$ cat src/rtl/fft256_frame_ctrl_if.sv
// Control bus of the 256-point FFT frame sequencer: the input sample stream,
// butterfly stage control, buffer RAM strobes and the framed output stream.
interface fft256_frame_ctrl_if #(
  parameter int LOGN = 8
);
  // Handshake: a sample moves on any clock edge where valid_in is high.
  // ready_in is high only while the sequencer is idle or loading. A sample
  // offered while ready_in is low is dropped, and a one-cycle overflow
  // pulse follows it.
  logic            valid_in;
  logic            sop_in;
  logic            inv_in;
  logic            ready_in;
  logic            wr_en;
  logic [LOGN-1:0] wr_addr;
  logic            stage_en;
  logic [2:0]      stage_idx;
  logic [LOGN-1:0] tw_step;
  logic            rd_en;
  logic [LOGN-1:0] rd_addr;
  logic            valid_out;
  logic            sop_out;
  logic            eop_out;
  logic            inv_out;
  logic            busy;
  logic            err_sop;
  logic            overflow;
  logic [1:0]      state_dbg;

  modport master (
    output valid_in, sop_in, inv_in,
    input  ready_in, wr_en, wr_addr, stage_en, stage_idx, tw_step, rd_en, rd_addr,
    input  valid_out, sop_out, eop_out, inv_out, busy, err_sop, overflow, state_dbg
  );

  modport slave (
    input  valid_in, sop_in, inv_in,
    output ready_in, wr_en, wr_addr, stage_en, stage_idx, tw_step, rd_en, rd_addr,
    output valid_out, sop_out, eop_out, inv_out, busy, err_sop, overflow, state_dbg
  );
endinterface

$ cat src/rtl/fft256_frame_ctrl.sv
// Frame sequencer for the radix-2 FFT: loads a frame into the working buffer,
// steps the butterfly stages, then reads the frame out with sop/eop framing.
module fft256_frame_ctrl #(
  parameter int N         = 256,
  parameter int LOGN      = 8,
  parameter int STAGE_LAT = 2,
  parameter int BITREV    = 1
) (
  input logic                clk,
  input logic                rst,
  fft256_frame_ctrl_if.slave bus
);
  localparam int              LW       = (STAGE_LAT > 1) ? $clog2(STAGE_LAT) : 1;
  localparam logic [LOGN-1:0] LAST     = LOGN'(N - 1);
  localparam logic [2:0]      LAST_STG = 3'(LOGN - 1);
  localparam logic [LW-1:0]   LAST_LAT = LW'(STAGE_LAT - 1);
  localparam logic [LOGN-1:0] TW0      = {1'b1, {(LOGN-1){1'b0}}};

  typedef enum logic [1:0] {IDLE, LOAD, COMPUTE, UNLOAD} state_t;

  state_t          state, nxt_state;
  logic [LOGN-1:0] cnt, nxt_cnt;
  logic [2:0]      stg, nxt_stg;
  logic [LW-1:0]   lat, nxt_lat;

  logic            ready_q, wr_en_q, stage_en_q, rd_en_q, valid_q, sop_q, eop_q;
  logic            inv_q, busy_q, err_q, ovf_q;
  logic [LOGN-1:0] wr_addr_q, rd_addr_q;
  logic [2:0]      stage_idx_q;

  logic            nxt_ready, nxt_wr_en, nxt_stage_en, nxt_rd_en;
  logic            nxt_inv, nxt_busy, nxt_err, nxt_ovf;
  logic [LOGN-1:0] nxt_wr_addr, nxt_rd_addr;
  logic [2:0]      nxt_stage_idx;

  function automatic logic [LOGN-1:0] addr_of(input logic [LOGN-1:0] c);
    logic [LOGN-1:0] r;
    for (int i = 0; i < LOGN; i++) r[i] = c[LOGN-1-i];
    return (BITREV != 0) ? r : c;
  endfunction

  always_comb begin
    nxt_state     = state;
    nxt_cnt       = cnt;
    nxt_stg       = stg;
    nxt_lat       = lat;
    nxt_wr_en     = 1'b0;
    nxt_wr_addr   = '0;
    nxt_stage_en  = 1'b0;
    nxt_stage_idx = '0;
    nxt_rd_en     = 1'b0;
    nxt_rd_addr   = '0;
    nxt_err       = 1'b0;
    nxt_ovf       = 1'b0;
    // The inverse flag belongs to the frame in flight; it drops after eop.
    nxt_inv       = eop_q ? 1'b0 : inv_q;
    unique case (state)
      IDLE: begin
        if (bus.valid_in && bus.sop_in) begin
          nxt_wr_en = 1'b1;
          nxt_inv   = bus.inv_in;
          nxt_cnt   = LOGN'(1);
          nxt_state = LOAD;
        end else if (bus.valid_in) begin
          nxt_err = 1'b1;
        end
      end
      LOAD: begin
        if (bus.valid_in) begin
          nxt_wr_en = 1'b1;
          if (bus.sop_in) begin
            nxt_cnt = LOGN'(1);
            nxt_inv = bus.inv_in;
            nxt_err = 1'b1;
          end else begin
            nxt_wr_addr = addr_of(cnt);
            if (cnt == LAST) begin
              nxt_cnt   = '0;
              nxt_stg   = '0;
              nxt_lat   = '0;
              nxt_state = COMPUTE;
            end else begin
              nxt_cnt = cnt + 1'b1;
            end
          end
        end
      end
      COMPUTE: begin
        // stg/lat describe the stage cycle presented on the next clock.
        nxt_ovf       = bus.valid_in;
        nxt_stage_en  = (lat == '0);
        nxt_stage_idx = stg;
        if (lat == LAST_LAT) begin
          nxt_lat = '0;
          if (stg == LAST_STG) begin
            nxt_stg   = '0;
            nxt_state = UNLOAD;
          end else begin
            nxt_stg = stg + 3'd1;
          end
        end else begin
          nxt_lat = lat + 1'b1;
        end
      end
      UNLOAD: begin
        nxt_ovf = bus.valid_in;
        if (rd_en_q && (rd_addr_q == LAST)) begin
          nxt_state = IDLE;
        end else begin
          nxt_rd_en   = 1'b1;
          nxt_rd_addr = rd_en_q ? rd_addr_q + 1'b1 : '0;
        end
      end
      default: nxt_state = IDLE;
    endcase
    nxt_ready = (nxt_state == IDLE) || (nxt_state == LOAD);
    nxt_busy  = (nxt_state != IDLE);
  end

  always_ff @(posedge clk or posedge rst) begin
    if (rst) begin
      state       <= IDLE;
      cnt         <= '0;
      stg         <= '0;
      lat         <= '0;
      ready_q     <= 1'b0;
      wr_en_q     <= 1'b0;
      wr_addr_q   <= '0;
      stage_en_q  <= 1'b0;
      stage_idx_q <= '0;
      rd_en_q     <= 1'b0;
      rd_addr_q   <= '0;
      valid_q     <= 1'b0;
      sop_q       <= 1'b0;
      eop_q       <= 1'b0;
      inv_q       <= 1'b0;
      busy_q      <= 1'b0;
      err_q       <= 1'b0;
      ovf_q       <= 1'b0;
    end else begin
      state       <= nxt_state;
      cnt         <= nxt_cnt;
      stg         <= nxt_stg;
      lat         <= nxt_lat;
      ready_q     <= nxt_ready;
      wr_en_q     <= nxt_wr_en;
      wr_addr_q   <= nxt_wr_addr;
      stage_en_q  <= nxt_stage_en;
      stage_idx_q <= nxt_stage_idx;
      rd_en_q     <= nxt_rd_en;
      rd_addr_q   <= nxt_rd_addr;
      // Buffer RAM answers one cycle after the read strobe.
      valid_q     <= rd_en_q;
      sop_q       <= rd_en_q && (rd_addr_q == '0);
      eop_q       <= rd_en_q && (rd_addr_q == LAST);
      inv_q       <= nxt_inv;
      busy_q      <= nxt_busy;
      err_q       <= nxt_err;
      ovf_q       <= nxt_ovf;
    end
  end

  assign bus.ready_in  = ready_q;
  assign bus.wr_en     = wr_en_q;
  assign bus.wr_addr   = wr_addr_q;
  assign bus.stage_en  = stage_en_q;
  assign bus.stage_idx = stage_idx_q;
  assign bus.tw_step   = TW0 >> stage_idx_q;
  assign bus.rd_en     = rd_en_q;
  assign bus.rd_addr   = rd_addr_q;
  assign bus.valid_out = valid_q;
  assign bus.sop_out   = sop_q;
  assign bus.eop_out   = eop_q;
  assign bus.inv_out   = inv_q;
  assign bus.busy      = busy_q;
  assign bus.err_sop   = err_q;
  assign bus.overflow  = ovf_q;
  assign bus.state_dbg = state;
endmodule
$ cat src/flat_wrapper.sv
// flat-port wrapper written by rule: the top's interface ports become plain ports
module fft256_frame_ctrl_flat 
#(
  parameter int N         = 256,
  parameter int LOGN      = 8,
  parameter int STAGE_LAT = 2,
  parameter int BITREV    = 1
)
  (clk, rst, bus_valid_in, bus_sop_in, bus_inv_in, bus_ready_in, bus_wr_en, bus_wr_addr, bus_stage_en, bus_stage_idx, bus_tw_step, bus_rd_en, bus_rd_addr, bus_valid_out, bus_sop_out, bus_eop_out, bus_inv_out, bus_busy, bus_err_sop, bus_overflow, bus_state_dbg);
  fft256_frame_ctrl_if #(.LOGN(LOGN)) bus_i ();
  input logic clk;
  input logic rst;
  input wire logic [$bits(bus_i.valid_in)-1:0] bus_valid_in;
  input wire logic [$bits(bus_i.sop_in)-1:0] bus_sop_in;
  input wire logic [$bits(bus_i.inv_in)-1:0] bus_inv_in;
  output wire logic [$bits(bus_i.ready_in)-1:0] bus_ready_in;
  output wire logic [$bits(bus_i.wr_en)-1:0] bus_wr_en;
  output wire logic [$bits(bus_i.wr_addr)-1:0] bus_wr_addr;
  output wire logic [$bits(bus_i.stage_en)-1:0] bus_stage_en;
  output wire logic [$bits(bus_i.stage_idx)-1:0] bus_stage_idx;
  output wire logic [$bits(bus_i.tw_step)-1:0] bus_tw_step;
  output wire logic [$bits(bus_i.rd_en)-1:0] bus_rd_en;
  output wire logic [$bits(bus_i.rd_addr)-1:0] bus_rd_addr;
  output wire logic [$bits(bus_i.valid_out)-1:0] bus_valid_out;
  output wire logic [$bits(bus_i.sop_out)-1:0] bus_sop_out;
  output wire logic [$bits(bus_i.eop_out)-1:0] bus_eop_out;
  output wire logic [$bits(bus_i.inv_out)-1:0] bus_inv_out;
  output wire logic [$bits(bus_i.busy)-1:0] bus_busy;
  output wire logic [$bits(bus_i.err_sop)-1:0] bus_err_sop;
  output wire logic [$bits(bus_i.overflow)-1:0] bus_overflow;
  output wire logic [$bits(bus_i.state_dbg)-1:0] bus_state_dbg;
  assign bus_i.valid_in = bus_valid_in;
  assign bus_i.sop_in = bus_sop_in;
  assign bus_i.inv_in = bus_inv_in;
  assign bus_ready_in = bus_i.ready_in;
  assign bus_wr_en = bus_i.wr_en;
  assign bus_wr_addr = bus_i.wr_addr;
  assign bus_stage_en = bus_i.stage_en;
  assign bus_stage_idx = bus_i.stage_idx;
  assign bus_tw_step = bus_i.tw_step;
  assign bus_rd_en = bus_i.rd_en;
  assign bus_rd_addr = bus_i.rd_addr;
  assign bus_valid_out = bus_i.valid_out;
  assign bus_sop_out = bus_i.sop_out;
  assign bus_eop_out = bus_i.eop_out;
  assign bus_inv_out = bus_i.inv_out;
  assign bus_busy = bus_i.busy;
  assign bus_err_sop = bus_i.err_sop;
  assign bus_overflow = bus_i.overflow;
  assign bus_state_dbg = bus_i.state_dbg;
  fft256_frame_ctrl #(.N(N), .LOGN(LOGN), .STAGE_LAT(STAGE_LAT), .BITREV(BITREV)) u_core (.clk(clk), .rst(rst), .bus(bus_i));
endmodule
$ cat config.mk
export PLATFORM = sky130hd
export DESIGN_NAME = fft256_frame_ctrl_flat
export DESIGN_NICKNAME = d
export VERILOG_FILES = /design/src/rtl/fft256_frame_ctrl_if.sv /design/src/rtl/fft256_frame_ctrl.sv /design/src/flat_wrapper.sv
export SDC_FILE = /design/constraint.sdc
export NUM_CORES = 1
export LEC_CHECK = 0
export CAP_MARGIN = 20
export CORE_UTILIZATION = 49
export DETAILED_ROUTE_END_ITERATION = 8
export PLACE_DENSITY_LB_ADDON = 0.25
export SYNTH_ARGS = -nofsm -noshare
export SYNTH_HDL_FRONTEND = slang
export SYNTH_SLANG_ARGS = --single-unit
$ cat constraint.sdc
create_clock -name clk -period 1.7 [get_ports clk]
set_input_delay 0.34 -clock clk [delete_from_list [all_inputs] [get_ports clk]]
set_output_delay 0.34 -clock clk [all_outputs]
set_load 0.005 [all_outputs]
==> metrics.md, run 1 <==
| Metric | Value |
|---|---|
| Net Count, Synth | 192 |
| Final net count | 258 |
| Post-synth ARST share | between 90% and 100% |
| Max-slew violations | 0 |
| Share of the synthesized area in the top cell type | about 55% |
| Cell accounting for the most synthesized area | dfrtp_1 |
| CP startpoint | u_core.bus.state_dbg[0]$_DFF_PP0_ |
| Routed Antenna Nets | 0 |
| Worst-Skew Late Latency | 300 ps |
| Kind of cell adding the most delay to the critical path | buffers and inverters |
| Total GRT Usage | 22.89% |
| Synth top cells by count | 44 x dfrtp_1, 19 x nor2_1, 13 x nand2_1, 8 x nand3_1 |
| # port buffers | between 40 and 50 |
| DRT Pass-1 Iters | 4 |
| Clock slew at reported path FFs | 80 ps |
| DP HPWL | 3.015 mm |
| Reg-to-Reg Start | u_core.cnt[0]$_DFFE_PP0P_ |
| Initial antenna violation count | 0 |
| RSZ-0062 raised after global routing | no |
| Worst EP arrival | 1310 ps |
| Syn Inst Count | ~180 |
| CP peak stage delay | 530 ps |
| Clock Skews | 5.679 ps |
| Via Count | 1,627 |
| Drt total wl | between 4 and 5 mm |
| Design area | 2798 sq um |
| Final setup violation count | 0 |
| DR DRC count | 0 |
| DR vias/cell | approximately 5.5 |
| Fraction of layout cells with a size suffix above 1 | 21.29% |
| Ys Warns | 0 |
| Root buf cell | clkbuf_8 |
| Tot Pwr | 0.002210 W |
| Fillers | 262 |
| P per Cell Area | 790.0 nW/um^2 |
| DR iter-0 viols | 53 |
| Most common cell in the synthesized netlist | dfrtp_1 |
| Synth top area cells | dfrtp_1 55%, nor2_1 3.6%, ha_1 3.1% |
| Number of H-tree levels | 2 |
| Grt total ovfl | 0 |
| Critical path's slowest cell | clkdlybuf4s50_1 |
| Row cnt | 22 |
| CP cell instances | clkdlybuf4s50_1 |
| Clock buffer depth | 2 |
| CP Buf/Inv Count | 1 |
| Initial Util | 52.85% |
| Fmax | around 600 MHz |
| Actual slew at the worst max-slew pin | 397.0 ps |
| Max VDD drop | 0.5583 mV |
| Die H | 65.78 microns |
| Hold_buf cts | 0 |
| Max_cap viols | 0 |
| Register area | between 1000 and 1500 sq um |
| Multi-input gate area | 860.8 sq um |
| FF+latch count, synth | 44 |
| Top FF cell, synth | dfrtp_1 |
| Ports | 45 |
| Die W | 65.78 microns |
| Crit share post-route | a little over nine tenths |
| Finished Layout Cells | 297 |
| WS Path Type | flop to output port |
| Critical path fanouts, max | 10 |
| Mapped cell area | 1993 sq um |
| Status | finished clean |
| Largest net degree at the start of global routing | 45 |
| Gpl congestion | between 0.9 and 1 |
| Total CTS buffers | 5 |
| Post-synth EDFFs | 0 |
| Clock sink count | 44 |
| Synth unique cells | 43 |
| Relative slew slack | 73.42% |
| Post-synthesis sequential area ratio | 55.24% |
| Number of global-route vias before repair | 1,649 |
| Cells after DPL | 280 |
| DIE AREA | about 4300 sq um |
| N_diodes | 0 |
| Synth Area per Inst | 10.95 sq um |
| Core Footprint | 3771 sq um |
| First-pass GRT wire length | 7.348 mm |
| Syn-to-layout area delta | 40.36% |
| WL/cell | 14.60 microns |
| Area after DPL | 2550 sq um |
| Startpoint Class | flop |
| Pleak | 1.367 nW |
| Minimum clock period | 1651 ps |
| CTS tree | yes |
| Data required, critical path | 1360 ps |
| Hold Path Class | input pin to async pin |
| CP Capture Type | output port |
| Fin. Hold Viols | 0 |
| Final setup TNS | 0 ps |
-- state kept, by name (all words and copies together) (netlist names), 2 cells and up --
register,count
u_core.bus.rd_addr,8
u_core.bus.wr_addr,8
u_core.cnt,8
u_core.bus.stage_idx,3
u_core.stg,3
u_core.bus.state_dbg,2
-- cell usage in the layout (no fill, tap or decap), types with 2 or more instances in the layout --
master / synthesis / final
a21oi_1: 3 / 3
a22o_1: 2 / 2
a31o_1: 3 / 3
and2_1: 7 / 7
and3_1: 6 / 6
and3_2: 7 / 7
and3b_1: 2 / 2
buf_4: 0 / 18
bufinv_16: 0 / 3
clkbuf_8: 0 / 5
clkdlybuf4s50_1: 0 / 34
dfrtp_1: 44 / 38
dfrtp_2: 0 / 6
dlygate4sd2_1: 0 / 5
dlymetal6s2s_1: 0 / 3
ha_1: 5 / 4
inv_1: 5 / 5
mux2i_1: 2 / 2
nand2_1: 13 / 13
nand2b_1: 3 / 3
nand3_1: 8 / 8
nand4_1: 5 / 5
nor2_1: 19 / 18
nor3_1: 5 / 5
nor3b_1: 4 / 2
nor3b_2: 0 / 2
nor4_1: 2 / 2
o21a_1: 2 / 2
o21ai_0: 5 / 5
o21ai_1: 2 / 2
xnor2_1: 2 / 2
xor2_1: 6 / 6
-- metal layers --
| metal | up-vias | GRT usage, % | share of wire (%) |
|---|---|---|---|
| met4 | 0 | 11.14 | 2.4 |
| met3 | 11 | 5.172 | 5.7 |
| met1 | 783 | 27.23 | 43 |
| li1 | 764 | - | - |
| met5 | - | 0 | 0 |
| met2 | 69 | 38.78 | 48 |
-- report_power, final --
group          total [W]  internal, W  switching (W)
logic          0.0000635    0.0000293      0.0000342
registers        0.00106      0.00105     0.00000572
clock network    0.00109     0.000734       0.000356
total            0.00221      0.00181       0.000396
-- worst paths after layout --
path	end	slack [ps]	cells after the start
setup / recovery	bus_state_dbg[0]	50	1
hold / removal	u_core.bus.state_dbg[1]$_DFF_PP0_	420	3
min in group clk	u_core.bus.valid_out$_DFF_PP0_	470	0
hold reg to reg	u_core.bus.valid_out$_DFF_PP0_	470	0
setup reg to reg	u_core.bus.busy$_DFF_PP0_	120	5
max in group asynchronous	u_core.bus.rd_addr[7]$_DFF_PP0_	1060	3
-- what timing repair did --
item / in CTS / in global routing
setup endpoints to repair: 10 / 13
setup buffers: 4 / 5
pin swaps: 0 / 1
gates resized for setup: 18 / 8
-- kinds of logic after synthesis --
family	count (synthesis)	share of synthesized area, %
AOI/OAI and AO/OA	23	8.224
xor gates and xnor gates	8	3.516
adders and majority gates	5	3.139
buffers and inverters	10	2.699
DFF	44	55.24
muxes	2	1.004
and+or+nand+nor	90	26.18
-- area by class of cell --
class / instances / share of cell area [%]
clock buffers: 5 / 2.460
clock inverters: 3 / 3.220
inverters: 6 / 0.8050
multi-input cells: 128 / 30.77
flip-flops and latches: 44 / 39.62
well taps: 48 / 2.147
repair buffers: 63 / 20.97
-- through the flow --
stage / setup WS (ps) / utilization (%) / hold slack [ps]
6_report: 49.24 / 74.19 / 419.9
5_1_grt: 7.373 / 74.19 / 443.6
4_1_cts: -74.74 / 72.76 / 421.1
3_5_place_dp: -87.73 / 67.62 / 459.1
3_3_place_gp: -29.31 / 67.62 / 454.4
2_1_floorplan: 236.2 / - / 432.5
No activity file was read; power rests on OpenSTA's default activity.
==> inputs of run 2 (changes only) <==
--- a/config.mk
+++ b/config.mk
@@ -6,7 +6,7 @@
 export NUM_CORES = 1
 export LEC_CHECK = 0
 export CAP_MARGIN = 20
-export CORE_UTILIZATION = 49
+export CORE_UTILIZATION = 53
 export DETAILED_ROUTE_END_ITERATION = 8
 export PLACE_DENSITY_LB_ADDON = 0.25
 export SYNTH_ARGS = -nofsm -noshare
==> constraint.sdc (replaced) <==
create_clock -name clk -period 2.1 [get_ports clk]
set_input_delay 0.42 -clock clk [delete_from_list [all_inputs] [get_ports clk]]
set_output_delay 0.42 -clock clk [all_outputs]
set_load 0.005 [all_outputs]
==> run 2 against run 1 <==
  * Critical path depth up 1
  * Power decreased by 30%
  * Worst setup slack improved by 130 ps
  * Sequential cell count unchanged
  * Hold slack gained 60 ps
  * Sequential share of layout area is 2.5 points higher
  * First-iteration DRC count down 13%
  * Count of clock-buffer cells in the layout unchanged
  * Register-to-register slack improved by 370 ps
  * Combinational power fell by 30%
  * Non-clock buffer count down 14
  * Highest routed layer unchanged
==> metrics.md, run 2 (same netlist as run 1, synthesis figures left out) <==
| Metric | Value |
|---|---|
| Minimum clock period | between 1500 and 2000 ps |
| Drt total wl | 3.758 mm (-13%) |
| Final net count | 244 (-5.4%) |
| Clock Skews | 3.984 ps (-1.695 ps) |
| Gpl congestion | 0.8158 (-12%) |
| Multi-input gate area | 838.3 sq um (-2.6%) |
| Via Count | 1,520 (-6.6%) |
| Hold_buf cts | 0 (unchanged) |
| Worst EP arrival | 1500 ps (+190 ps) |
| Startpoint Class | flop |
| Relative slew slack | 65.56% (-7.9 points) |
| Status | finished clean |
| Final setup violation count | 0 (unchanged) |
| Fraction of layout cells with a size suffix above 1 | 11.49% (-9.8 points) |
| First-pass GRT wire length | 6.499 mm (-12%) |
| DR DRC count | 0 (unchanged) |
| WS Path Type | flop to output port |
| Final setup TNS | 0 ps (unchanged) |
| Die W | 63.33 microns (-3.7%) |
| Fin. Hold Viols | 0 (unchanged) |
| Hold_sp | u_core.bus.rd_en$_DFF_PP0_ |
| Fillers | 250 (-4.6%) |
| Die H | 63.33 microns (-3.7%) |
| Hold Path Class | flop to flop |
| Post-CTS Resized | 0 (-18) |
| Row cnt | 21 (-4.5%) |
| DR iter-0 viols | 46 (-13%) |
| P per Cell Area | 590.6 nW/um^2 (-25%) |
| Pleak | 1.190 nW (-13%) |
| N_diodes | 0 (unchanged) |
| Final core occ | 75.32% (+1.1 points) |
| Switch share | 20.50% (+2.6 points) |
| DIE AREA | 4010 sq um (-7.3%) |
| # port buffers | 44 (unchanged) |
| Worst-Skew Late Latency | 300 ps (about the same) |
| Grt total ovfl | 0 (unchanged) |
| Initial Util | 57.47% (+4.6 points) |
| Flop pwr share | 55.4% (+7.6 points) |
| Register area | 1101 sq um (-0.68%) |
| Data required, critical path | 1680 ps (+320 ps) |
| DR vias/cell | 5.409 (-1.3%) |
| RSZ-0062 raised after global routing | no |
| Clock buffer depth | 2 (unchanged) |
| NetSw | 0.0003163 W (-20%) |
| CTS tree | yes |
| Crit share post-route | 91.36% |
| Root buf cell | clkbuf_8 |
| Reg-to-Reg Start | u_core.cnt[0]$_DFFE_PP0P_ |
| Critical path fanouts, max | 9 (-1) |
| Internal | 0.001227 W (-32%) |
| Max_cap viols | 0 (unchanged) |
| Most frequent cells in the layout | 44 x clkdlybuf4s50_1, 44 x dfrtp_1, 19 x nor2_1 |
| WL/cell | 13.37 microns (-8.4%) |
| Total GRT Usage | 21.39% (-1.5 points) |
| Number of global-route vias before repair | 1,436 (-13%) |
| Clock share of power | 41.7% (-7.6 points) |
| Fmax | 521.2 MHz |
| Clock sink count | 44 (unchanged) |
| Number of H-tree levels | 2 (unchanged) |
| Largest net degree at the start of global routing | 45 (unchanged) |
| Max VDD drop | 0.4896 mV (-12%) |
| Clock slew at reported path FFs | 80 ps (about the same) |
| Max-slew violations | 0 (unchanged) |
| Routed Antenna Nets | 0 (unchanged) |
| CP Capture Type | output port |
| Core Footprint | 3468 sq um (-8.0%) |
| DP HPWL | 2.707 mm (-10%) |
| Initial antenna violation count | 0 (unchanged) |
| DRT Pass-1 Iters | 4 (unchanged) |
| Cells after DPL | 273 (-2.5%) |
| CP startpoint | u_core.bus.stage_idx[2]$_DFF_PP0_ |
| Tot Pwr | 0.001543 W (-30%) |
| Actual slew at the worst max-slew pin | 516.6 ps (+119.6 ps) |
| Finished Layout Cells | 281 (-5.4%) |
| Ports | 45 (unchanged) |
| Total CTS buffers | 5 (unchanged) |
| Syn-to-layout area delta | 31.07% |
| Combinational share of power | 2.9% (about the same) |
| Post-CTS setup buffers | 0 (-4) |
[run 2: cell types whose count changed in the layout (fill, tap and decap cells not counted), sizes merged]
cell / before / now
dlymetal6s2s: 3 / 0
clkbuf: 6 / 5
buf: 20 / 5
clkdlybuf4s50: 34 / 44
bufinv: 3 / 1
inv: 6 / 7
clkinvlp: 0 / 1
dlygate4sd2: 5 / 0
[run 2: worst paths after layout]
kind | end | slack (ps) | cells after the start
max | bus_tw_step[5] | 180 | 2
min | u_core.bus.valid_out$_DFF_PP0_ | 480 | 0
max reg2reg | u_core.cnt[3]$_DFFE_PP0P_ | 490 | 5
min reg2reg | u_core.bus.valid_out$_DFF_PP0_ | 480 | 0
max in group asynchronous | u_core.bus.busy$_DFF_PP0_ | 1190 | 3
min in group asynchronous | u_core.bus.overflow$_DFF_PP0_ | 560 | 3
[run 2: layout make-up]
type	count	share of cell area (%)
Tap cell	46	2.203
Clock inverter	3	1.772
Sequential cell	44	42.15
Timing Repair Buffer	49	18.29
Inverter	6	0.8621
Multi-Input combinational cell	128	32.09
Clock buffer	5	2.634
[run 2: metal layers]
layer,global-route usage (%),part of all wire (%),vias up
li1,-,-,741
met1,26.70,45,726
met2,33.78,47,47
met3,6.341,5.9,6
met4,10.51,2.1,0
met5,0,0,-
[run 2: power by group through the flow]
| stage | logic [W] | clock network [W] | registers [W] |
|---|---|---|---|
| 3_5_place_dp | 0.0000460 | 0 | 0.000871 |
| 3_3_place_gp | 0.0000447 | 0 | 0.000871 |
| 6_report | 0.0000447 | 0.000644 | 0.000854 |
| 2_1_floorplan | 0.0000256 | 0 | 0.000870 |
| 4_1_cts | 0.0000462 | 0.000663 | 0.000854 |
| 5_1_grt | 0.0000518 | 0.000704 | 0.000854 |
[run 2: through the flow]
step           worst slack, ps  cell area (sq um)  hold WS [ps]
2_1_floorplan            630.1               1993         432.5
3_3_place_gp             217.6               2497         454.8
3_5_place_dp             170.3               2497         454.3
4_1_cts                  164.9               2613         476.3
5_1_grt                  79.72               2613         495.9
6_report                 181.5               2613         479.7
[run 2: critical path, stage by stage (launching register included)]
cell and delay (ps):
dfrtp_1 460, nor3b_1 220, clkdlybuf4s50_1 520
